`config.mk`:
```
export PLATFORM = sky130hd
export DESIGN_NAME = ext_int_controller_flat
export DESIGN_NICKNAME = d
export VERILOG_FILES = /design/src/rtl/ext_int_controller_if.sv /design/src/rtl/ext_int_controller.sv /design/src/flat_wrapper.sv
export SDC_FILE = /design/constraint.sdc
export NUM_CORES = 1
export LEC_CHECK = 0
export BUFFER_PORTS_ARGS = -buffer_cell sky130_fd_sc_hd__clkbuf_2
export CAP_MARGIN = 20
export CORE_MARGIN = 2
export CORE_UTILIZATION = 40
export CTS_CLUSTER_SIZE = 10
export DETAILED_ROUTE_END_ITERATION = 10
export GPL_TIMING_DRIVEN = 1
export SLEW_MARGIN = 20
export SYNTH_ARGS = -nofsm -noshare
export SYNTH_HDL_FRONTEND = slang
export SYNTH_SLANG_ARGS = --single-unit
```
`constraint.sdc`:
```
create_clock -name clk -period 1.9 [get_ports clk]
set_input_delay 0.38 -clock clk [delete_from_list [all_inputs] [get_ports clk]]
set_output_delay 0.38 -clock clk [all_outputs]
set_load 0.02 [all_outputs]
```
`src/rtl/ext_int_controller_if.sv`:
```
// Request channel between the external interrupt controller and the interrupt unit.
// The controller presents one request (valid + channel id) and the unit accepts it with ack.
interface ext_int_controller_if #(
    parameter int ID_W = 2
);
    logic            irq_valid;
    logic [ID_W-1:0] irq_id;
    logic            irq_ack;

    modport master (
        output irq_valid,
        output irq_id,
        input  irq_ack
    );

    modport slave (
        input  irq_valid,
        input  irq_id,
        output irq_ack
    );
endinterface

```
`src/rtl/ext_int_controller.sv`:
```
// Multi-channel external interrupt controller.
// Each pin has an enable, a sense mode (rise/fall/change/low-level) and an optional
// debounce blanking window. Detected events latch into write-1-to-clear pending flags,
// which a registered fixed-priority arbiter (channel 0 highest) presents as one
// valid/ack request on the irq_bus interface.
// Optional feature: define EXT_INT_SYNC_EN to pass every pin through a 2-flop
// synchronizer before detection (adds two cycles of pin-to-pending latency).
module ext_int_controller #(
    parameter int   NUM_CHANNELS     = 4,
    parameter logic PIN_IDLE_STATE   = 1'b1,
    parameter int   DEBOUNCE_TIMEOUT = 20,
    parameter int   DEBOUNCE_CNT_W   = $clog2(DEBOUNCE_TIMEOUT + 1),
    parameter int   ID_W             = (NUM_CHANNELS > 1) ? $clog2(NUM_CHANNELS) : 1
) (
    input  logic                      clk,
    input  logic                      rst,
    input  logic [NUM_CHANNELS-1:0]   int_pin,
    input  logic [NUM_CHANNELS-1:0]   int_enable,
    input  logic [2*NUM_CHANNELS-1:0] sense_control,
    input  logic [NUM_CHANNELS-1:0]   debounce_en,
    input  logic [NUM_CHANNELS-1:0]   pending_clr,
    output logic [NUM_CHANNELS-1:0]   pending,
    ext_int_controller_if.master      irq_bus
);

    typedef enum logic {
        ARMED = 1'b0,
        BLANK = 1'b1
    } ch_state_t;

    localparam logic [1:0] SENSE_RISE   = 2'b00;
    localparam logic [1:0] SENSE_FALL   = 2'b01;
    localparam logic [1:0] SENSE_CHANGE = 2'b10;

    logic [NUM_CHANNELS-1:0]   pin_s;
    logic [NUM_CHANNELS-1:0]   prev_q;
    ch_state_t                 state_q [NUM_CHANNELS];
    ch_state_t                 state_d [NUM_CHANNELS];
    logic [DEBOUNCE_CNT_W-1:0] cnt_q   [NUM_CHANNELS];
    logic [DEBOUNCE_CNT_W-1:0] cnt_d   [NUM_CHANNELS];
    logic [NUM_CHANNELS-1:0]   event_hit;

    logic [NUM_CHANNELS-1:0]   pending_q;
    logic [NUM_CHANNELS-1:0]   pending_d;
    logic [NUM_CHANNELS-1:0]   ack_mask;
    logic                      clr_hit;
    logic                      valid_q;
    logic                      valid_d;
    logic [ID_W-1:0]           id_q;
    logic [ID_W-1:0]           id_d;
    logic [ID_W-1:0]           lowest_id;

`ifdef EXT_INT_SYNC_EN
    logic [NUM_CHANNELS-1:0]   sync1_q;
    logic [NUM_CHANNELS-1:0]   sync2_q;

    // Two-flop synchronizer bringing asynchronous pins into the clk domain.
    always_ff @(posedge clk) begin
        if (rst) begin
            sync1_q <= {NUM_CHANNELS{PIN_IDLE_STATE}};
            sync2_q <= {NUM_CHANNELS{PIN_IDLE_STATE}};
        end else begin
            sync1_q <= int_pin;
            sync2_q <= sync1_q;
        end
    end

    assign pin_s = sync2_q;
`else
    assign pin_s = int_pin;
`endif

    // Per-channel state: pin history, ARMED/BLANK state and debounce counter.
    always_ff @(posedge clk) begin
        if (rst) begin
            prev_q <= {NUM_CHANNELS{PIN_IDLE_STATE}};
            for (int i = 0; i < NUM_CHANNELS; i++) begin
                state_q[i] <= ARMED;
                cnt_q[i]   <= '0;
            end
        end else begin
            prev_q <= pin_s;
            for (int i = 0; i < NUM_CHANNELS; i++) begin
                state_q[i] <= state_d[i];
                cnt_q[i]   <= cnt_d[i];
            end
        end
    end

    // Event detection and ARMED/BLANK transitions; pin history keeps tracking while blanked.
    always_comb begin
        logic [1:0] mode;
        logic       rise;
        logic       fall;
        logic       edge_hit;
        logic       level_hit;

        mode      = 2'b00;
        rise      = 1'b0;
        fall      = 1'b0;
        edge_hit  = 1'b0;
        level_hit = 1'b0;
        event_hit = '0;
        for (int i = 0; i < NUM_CHANNELS; i++) begin
            state_d[i] = state_q[i];
            cnt_d[i]   = cnt_q[i];

            mode      = sense_control[2*i +: 2];
            rise      = ~prev_q[i] & pin_s[i];
            fall      = prev_q[i] & ~pin_s[i];
            edge_hit  = 1'b0;
            level_hit = 1'b0;
            case (mode)
                SENSE_RISE:   edge_hit  = rise;
                SENSE_FALL:   edge_hit  = fall;
                SENSE_CHANGE: edge_hit  = rise | fall;
                default:      level_hit = ~pin_s[i];
            endcase

            if (!int_enable[i]) begin
                state_d[i] = ARMED;
                cnt_d[i]   = '0;
            end else begin
                case (state_q[i])
                    ARMED: begin
                        event_hit[i] = edge_hit | level_hit;
                        if (edge_hit && debounce_en[i]) begin
                            state_d[i] = BLANK;
                            cnt_d[i]   = DEBOUNCE_CNT_W'(DEBOUNCE_TIMEOUT);
                        end
                    end
                    BLANK: begin
                        if (cnt_q[i] <= DEBOUNCE_CNT_W'(1)) begin
                            state_d[i] = ARMED;
                            cnt_d[i]   = '0;
                        end else begin
                            cnt_d[i] = cnt_q[i] - DEBOUNCE_CNT_W'(1);
                        end
                    end
                    default: begin
                        state_d[i] = ARMED;
                        cnt_d[i]   = '0;
                    end
                endcase
            end
        end
    end

    // Pending update and request arbitration; a new event always wins over a clear.
    always_comb begin
        ack_mask  = '0;
        clr_hit   = 1'b0;
        lowest_id = '0;
        for (int i = 0; i < NUM_CHANNELS; i++) begin
            if (id_q == ID_W'(i)) begin
                ack_mask[i] = valid_q & irq_bus.irq_ack;
                clr_hit     = clr_hit | pending_clr[i];
            end
        end
        for (int i = NUM_CHANNELS - 1; i >= 0; i--) begin
            if (pending_q[i]) begin
                lowest_id = ID_W'(i);
            end
        end

        pending_d = (pending_q & ~pending_clr & ~ack_mask) | event_hit;

        valid_d = valid_q;
        id_d    = id_q;
        if (valid_q) begin
            if (irq_bus.irq_ack || clr_hit) begin
                valid_d = 1'b0;
            end
        end else if (|pending_q) begin
            valid_d = 1'b1;
            id_d    = lowest_id;
        end
    end

    // Pending flags and the registered request toward the interrupt unit.
    always_ff @(posedge clk) begin
        if (rst) begin
            pending_q <= '0;
            valid_q   <= 1'b0;
            id_q      <= '0;
        end else begin
            pending_q <= pending_d;
            valid_q   <= valid_d;
            id_q      <= id_d;
        end
    end

    assign pending           = pending_q;
    assign irq_bus.irq_valid = valid_q;
    assign irq_bus.irq_id    = id_q;

endmodule

```
`src/flat_wrapper.sv`:
```
// flat-port wrapper written by rule: the top's interface ports become plain ports
module ext_int_controller_flat 
#(
    parameter int   NUM_CHANNELS     = 4,
    parameter logic PIN_IDLE_STATE   = 1'b1,
    parameter int   DEBOUNCE_TIMEOUT = 20,
    parameter int   DEBOUNCE_CNT_W   = $clog2(DEBOUNCE_TIMEOUT + 1),
    parameter int   ID_W             = (NUM_CHANNELS > 1) ? $clog2(NUM_CHANNELS) : 1
)
  (clk, rst, int_pin, int_enable, sense_control, debounce_en, pending_clr, pending, irq_bus_irq_valid, irq_bus_irq_id, irq_bus_irq_ack);
  ext_int_controller_if #(.ID_W(ID_W)) irq_bus_i ();
  input  logic clk;
  input  logic rst;
  input  logic [NUM_CHANNELS-1:0] int_pin;
  input  logic [NUM_CHANNELS-1:0] int_enable;
  input  logic [2*NUM_CHANNELS-1:0] sense_control;
  input  logic [NUM_CHANNELS-1:0] debounce_en;
  input  logic [NUM_CHANNELS-1:0] pending_clr;
  output logic [NUM_CHANNELS-1:0] pending;
  output wire logic [$bits(irq_bus_i.irq_valid)-1:0] irq_bus_irq_valid;
  output wire logic [$bits(irq_bus_i.irq_id)-1:0] irq_bus_irq_id;
  input wire logic [$bits(irq_bus_i.irq_ack)-1:0] irq_bus_irq_ack;
  assign irq_bus_irq_valid = irq_bus_i.irq_valid;
  assign irq_bus_irq_id = irq_bus_i.irq_id;
  assign irq_bus_i.irq_ack = irq_bus_irq_ack;
  ext_int_controller #(.NUM_CHANNELS(NUM_CHANNELS), .PIN_IDLE_STATE(PIN_IDLE_STATE), .DEBOUNCE_TIMEOUT(DEBOUNCE_TIMEOUT), .DEBOUNCE_CNT_W(DEBOUNCE_CNT_W), .ID_W(ID_W)) u_core (.clk(clk), .rst(rst), .int_pin(int_pin), .int_enable(int_enable), .sense_control(sense_control), .debounce_en(debounce_en), .pending_clr(pending_clr), .pending(pending), .irq_bus(irq_bus_i));
endmodule
```
==> flow_summary_export.csv, run 1 <==
group,metric,value,unit
place,dp.cells,338,
pwr,powerDensity,692.6,nW/um2
place,place_hpwl,3004,um
detailed_routing,vias,1763,
floorplanning,die_area,5583,um2
logic_synthesis,ys_seq_elements,35,
timing,hold_viol_final,0,
timing,holdWs,0.3218,ns
cts,ctsHoldBuffers,0,
finish,stdcell_count,346,
detailed_routing,routed_wl,3835,um
detailed_routing,drc,0,
floorplanning,rows,25,
cts,htreeDepth,2,
detailed_routing,viasPerCell,5.095,
pwr,swShare,26.14,%
detailed_routing,wl_met3,196,um
floorplanning,initial_core_util,41.80,%
detailed_routing,met1_length,1871,um
run_status,status,"complete, no violations",
cts,clkTransAtPathRegs,0.07,ns
setup_path,cpMaxStageDelayCell,"a2111oi_0",
flow_run,maxCapViolCount,0,
logic_synthesis,postSynthCellCount,240,
timing,worstMarginPinSlew,0.4750,ns
pwr,internal_power,1.200,mW
logic_synthesis,synth_top_area_share,35.02,%
cts,numClockSinks,35,
place,portBuffers,33,
detailed_routing,wl_per_cell,11.08,um
setup_path,startpoint_type,"flip-flop",
global_routing,track_usage,15.15,%
floorplanning,ios,34,
floorplanning,die_h,74.72,um
pwr,vdd_drop_max,396.0,uV
cts,postCtsSetupBuffers,0,
finish,layout-drive-gt1-share,20.43,%
finish,diodes,0,
timing,slew_headroom,67.51,%
setup_path,slowest_delay,0.48,ns
detailed_routing,highest_layer,"met4",
timing,slew_violations,0,
setup_path,cp_num_buf_inv,0,
timing,period_share,80.96,%
cts,numCtsBuffers,5,
place,gp_congestion,0.7632,
logic_synthesis,ys_types,41,
setup_path,cp.required,2.14,ns
pwr,share_clk_of_total_power,36.4,%
cts,cts_buffer_depth,2,
setup_path,critPathKind,"flip-flop to flip-flop",
floorplanning,core-area,4786,um2
cts,tritoncts,"yes",
logic_synthesis,syn_area,2001,um2
pwr,p_leak,0.9377,nW
setup_path,crit_family,"compound AO/OA/AOI/OAI gates",
global_routing,grt_overflow,0,
timing,rsz0062_at_grt,"false",
finish,area_growth,17.20,%
detailed_routing,dr_wl_met2,1676,um
logic_synthesis,synth_nets,283,
cts,root_buffer,"clkbuf_8",
cts,clk_latency,0.29,ns
worst_hold_path,hold_path_class,"input port to flip-flop",
global_routing,antenna_found_initial,0,
logic_synthesis,avgSynthCellArea,8.336,um2
setup_path,path_cells,"ha_1, nor2b_1, nor3_1, a2111oi_0, a31o_2",
logic_synthesis,yosys-top-cells-area,"dfxtp_1 35%, ha_1 10%, nand2_1 3.9%, inv_1 3.8%, nor2_1 3.6%",
setup_path,crit_fanout,3,
detailed_routing,ant_nets,0,
global_routing,grt_max_degree,11,
logic_synthesis,yosysWarnings,0,
logic_synthesis,post-synth-top-area-cell,"dfxtp_1",
timing,clock_skew,0.007570,ns
pwr,power_frac_comb,14.1,%
cts,cts_resized,0,
timing,setup_viol,0,
pwr,power.net_switching,0.4245,mW
setup_path,cp-end-kind,"flip-flop",
finish,nNetsFinal,321,
timing,setup_tns,0,ns
timing,fmax,0.6501,GHz
detailed_routing,drt_iter0_drc,45,
pwr,seqPwrFrac,49.4,%
floorplanning,die_w,74.72,um
detailed_routing,drt_pass1_iterations,4,
global_routing,grt_pass1_wl,6568,um
timing,min_period,1.538,ns
global_routing,grt_pass1_vias,1666,
logic_synthesis,seq_area_frac_synth,35.02,%
setup_path,cp.arrival,1.77,ns
logic make-up after synthesis:
family / after synthesis / synth area share, %
adders and majority gates: 16 / 10.01
DFF: 35 / 35.02
buffers and inverters: 23 / 4.378
and+or+nand+nor: 106 / 29.71
muxes: 2 / 1.688
AOI/OAI and AO/OA: 58 / 19.20
routing by layer:
metal  vias up  global-route usage, %
met5         -                      0
li1        931                      -
met2        38                  24.48
met4         0                  7.937
met1       785                  18.38
met3         9                  4.284
final timing paths:
| kind | startpoint | end | slack (ns) | depth (start not counted) |
|---|---|---|---|---|
| worst min-delay path | int_pin[0] | u_core.prev_q[0]$_SDFF_PP1_ | 0.32 | 2 |
| worst min register to register | u_core.cnt_q[0][1]$_SDFFE_PP0P_ | u_core.cnt_q[0][1]$_SDFFE_PP0P_ | 0.50 | 2 |
| worst max register to register | u_core.prev_q[0]$_SDFF_PP1_ | u_core.pending[0]$_SDFF_PP0_ | 0.36 | 5 |
| worst max-delay path | u_core.prev_q[0]$_SDFF_PP1_ | u_core.pending[0]$_SDFF_PP0_ | 0.36 | 5 |
area by class of cell:
type | instances | area, um2
sequential | 35 | 700.7
timing repair buffer | 34 | 172.7
clock buffer | 8 | 100.1
fill | 473 | 2441
multi-input combinational | 182 | 1212
inverter | 20 | 75.07
tap | 67 | 83.83
Yosys cell counts:
| master | instances |
|---|---|
| dfxtp_1 | 35 |
| nand2_1 | 21 |
| inv_1 | 20 |
| nor2_1 | 19 |
| ha_1 | 16 |
| a21oi_1 | 12 |
| nor2b_1 | 10 |
| o21ai_0 | 9 |
| or3_1 | 9 |
| a31oi_1 | 8 |
| nand2b_1 | 8 |
| nor3_1 | 8 |
| or2_2 | 7 |
| nand3_1 | 6 |
| o22ai_1 | 5 |
| o31ai_1 | 5 |
| nor3b_1 | 4 |
| nor3b_2 | 4 |
| o211ai_1 | 4 |
| o21a_1 | 3 |
| o32ai_1 | 3 |
| clkbuf_1 | 2 |
| nand4_1 | 2 |
| or2b_1 | 2 |
| or4b_1 | 2 |
| a2111o_1 | 1 |
| a2111oi_0 | 1 |
| a211oi_1 | 1 |
| a31o_2 | 1 |
| and2_1 | 1 |
| buf_2 | 1 |
| mux2_2 | 1 |
| mux4_2 | 1 |
| nand3b_1 | 1 |
| nor4_1 | 1 |
| o211a_1 | 1 |
| o21ba_2 | 1 |
| o21bai_1 | 1 |
| o31a_1 | 1 |
| o41ai_1 | 1 |
| or4b_4 | 1 |
power by group through the flow:
stage	Sequential (mW)	Clock [mW]	Combinational (mW)
floorplan	0.822	0	0.143
global placement	0.820	0	0.230
detailed placement	0.819	0	0.231
CTS	0.803	0.610	0.232
global route	0.810	0.637	0.262
finish	0.803	0.592	0.229
metrics by stage:
| step | setup WS [ns] | total power, mW | cell area [um2] | util [%] |
|---|---|---|---|---|
| global route | 0.2178 | 1.709 | 2345 | 48.99 |
| finish | 0.3618 | 1.624 | 2345 | 48.99 |
| global placement | 0.08459 | 1.050 | 2245 | 46.90 |
| CTS | 0.3345 | 1.645 | 2345 | 48.99 |
| floorplan | 0.3671 | 0.9649 | 2001 | - |
| detailed placement | 0.09364 | 1.050 | 2245 | 46.90 |
cells in the final DEF (no fill, tap or decap), types with 2 or more instances in the layout:
cell,instances
a21oi_1,12
a31oi_1,8
clkbuf_2,33
clkbuf_8,7
dfxtp_1,35
ha_1,16
inv_1,20
nand2_1,21
nand2b_1,8
nand3_1,6
nand4_1,2
nor2_1,19
nor2b_1,10
nor3_1,8
nor3b_1,4
nor3b_2,4
o211ai_1,4
o21a_1,3
o21ai_0,9
o22ai_1,5
o31ai_1,5
o32ai_1,3
or2_2,7
or2b_1,2
or3_1,9
or4b_1,2
flip-flops by register name, indices dropped and copies added, names as in the netlist:
register                  cells
u_core.state_q                4
u_core.prev_q                 4
u_core.pending                4
u_core.irq_bus.irq_valid      1
u_core.cnt_q                 20
u_core.irq_bus.irq_id         2
Power figures use the tool's default switching activity.
==> inputs of run 2 (changes only) <==
- clock period: 1.9 -> 1.5 ns (I/O delays scaled with it)
==> run 2 against run 1 <==
Net effect:
- critical path type unchanged
- largest power group unchanged
- critical path depth rose by 1
- largest cell class unchanged
- register-to-register slack worse by 0.37 ns
- the run now ends with negative setup slack left
- setup slack worse by 0.37 ns
- core utilization grew 4.2 points
- highest routed layer unchanged
==> flow_summary_export.csv, run 2 (synthesis results as in run 1) <==
group,metric,value,unit
finish,layout_commonest_cell,"clkbuf_2",
finish,fillers,478,
cts,root_buffer,"clkbuf_8",
finish,area_growth,27.27,%
run_status,violations,"negative setup slack",
global_routing,grt_max_degree,12,
detailed_routing,viasPerCell,5.080,
setup_path,slowest_delay,0.36,ns
place,gp_congestion,0.7654,
place,place_hpwl,3157,um
cts,cts_buffer_depth,2,
detailed_routing,drt_iter0_drc,41,
setup_path,cpMaxStageDelayCell,"or3_4",
timing,setup_tns,-0.008957,ns
global_routing,grt_pass1_wl,7120,um
worst_hold_path,hold_path_class,"input port to flip-flop",
timing,hold_viol_final,0,
run_status,status,"finished with violations",
finish,regArea,706.9,um2
setup_path,crit_fanout,4,
timing,fmax,0.6627,GHz
timing,slew_violations,0,
flow_run,maxCapViolCount,0,
place,dpl_cell_area,2335,um2
timing,slew_headroom,72.80,%
finish,layout_common_cells,"33 x clkbuf_2, 30 x dfxtp_1, 20 x nand2_1",
setup_path,critPathKind,"flip-flop to flip-flop",
finish,layout-drive-gt1-share,31.97,%
setup_path,startpoint_type,"flip-flop",
finish,multiInputGateArea,1277,um2
finish,nNetsFinal,336,
floorplanning,die_w,74.72,um
global_routing,grt_overflow,0,
floorplanning,ios,34,
pwr,powerDensity,878.6,nW/um2
setup_path,cp-end-kind,"flip-flop",
floorplanning,die_area,5583,um2
finish,diodes,0,
global_routing,antenna_found_initial,0,
place,portBuffers,33,
pwr,p_leak,1.032,nW
detailed_routing,drc,0,
pwr,power,2.237,mW
floorplanning,rows,25,
timing,period_share,100.6,%
global_routing,grt_pass1_vias,1736,
detailed_routing,wl_per_cell,11.44,um
cts,numClockSinks,35,
detailed_routing,routed_wl,4131,um
detailed_routing,ant_nets,0,
finish,final_area,2546,um2
detailed_routing,vias,1834,
detailed_routing,drt_pass1_iterations,4,
timing,setup_slack,-0.008957,ns
cts,clk_latency,0.29,ns
global_routing,track_usage,16.39,%
timing,clock_skew,0.009463,ns
timing,rsz0062_at_grt,"true",
floorplanning,core-area,4786,um2
pwr,vdd_drop_max,487.6,uV
floorplanning,die_h,74.72,um
cts,numCtsBuffers,5,
finish,largest_reg_flops,20,
setup_path,cp.arrival,1.73,ns
cts,clkTransAtPathRegs,0.08,ns
finish,regMostFlops,"u_core.cnt_q",
timing,worstMarginPinSlew,0.4027,ns
cts,ctsHoldBuffers,0,
floorplanning,initial_core_util,41.80,%
setup_path,path_cells,"inv_2, ha_4, nand2_4, or3_4, or3_1, a31oi_1",
cts,tritoncts,"yes",
timing,min_period,1.509,ns
setup_path,cp.required,1.72,ns
timing,setup_viol,1,
cts,htreeDepth,2,
-- run 2: cell types whose count changed in the layout (fill, tap and decap cells not counted), sizes merged --
cell,delta
clkbuf,-2
bufinv,+1
clkinv,+1
buf,+15
-- run 2: layer usage --
layer / track usage, % / share of wire [%] / up-vias
li1: - / - / 972
met1: 21.06 / 49 / 819
met2: 26.75 / 45 / 37
met3: 5.355 / 4.7 / 6
met4: 4.167 / 1.2 / 0
met5: 0 / 0 / -
-- run 2: worst max-delay path, delay by kind of cell (launching register included) --
family	cells	cell delay [ns]
fa+ha+maj	1	0.14
simple gates	3	0.72
buf+inv	1	0.08
compound gates	1	0.16
flops	1	0.34
-- run 2: final timing paths --
kind / to / from / slack, ns / cells past startpoint
hold / removal: u_core.prev_q[0]$_SDFF_PP1_ / int_pin[0] / 0.23 / 2
setup reg to reg: u_core.cnt_q[3][4]$_SDFFE_PP0P_ / u_core.cnt_q[3][0]$_SDFFE_PP0P_ / -0.009 / 6
hold reg to reg: u_core.cnt_q[1][1]$_SDFFE_PP0P_ / u_core.cnt_q[1][1]$_SDFFE_PP0P_ / 0.49 / 2
setup / recovery: u_core.cnt_q[3][4]$_SDFFE_PP0P_ / u_core.cnt_q[3][0]$_SDFFE_PP0P_ / -0.009 / 6
-- run 2: stage by stage --
step / cells / utilization (%) / hold slack, ns / setup slack [ns]
after floorplan: 240 / - / 0.4038 / 0.02520
after detailed placement: 350 / 48.78 / 0.4841 / -0.1375
after global placement: 350 / 48.78 / 0.4871 / -0.08160
after global routing: 361 / 53.20 / 0.2344 / -0.07639
final: 361 / 53.20 / 0.2348 / -0.008957
after CTS: 358 / 51.35 / 0.2246 / 0.006965
-- run 2: power by group --
part	total, mW	internal (mW)	switching [mW]
Combinational	0.348	0.166	0.183
Sequential	1.01	0.967	0.0392
Clock	0.883	0.538	0.345
-- run 2: timing repair --
item / CTS / global route
pin swaps: 0 / 5
buffers inserted: 0 / 3
resized for setup: 3 / 24
endpoints found under the setup margin: 3 / 12
-- run 2: layout make-up --
class	instances	share of cell area [%]
repair buffers	49	11.20
multi-input cells	182	50.17
clock buffers	6	3.243
flip-flops and latches	35	27.76
well taps	67	3.292
inverters	20	2.948
clock inverters	2	1.376
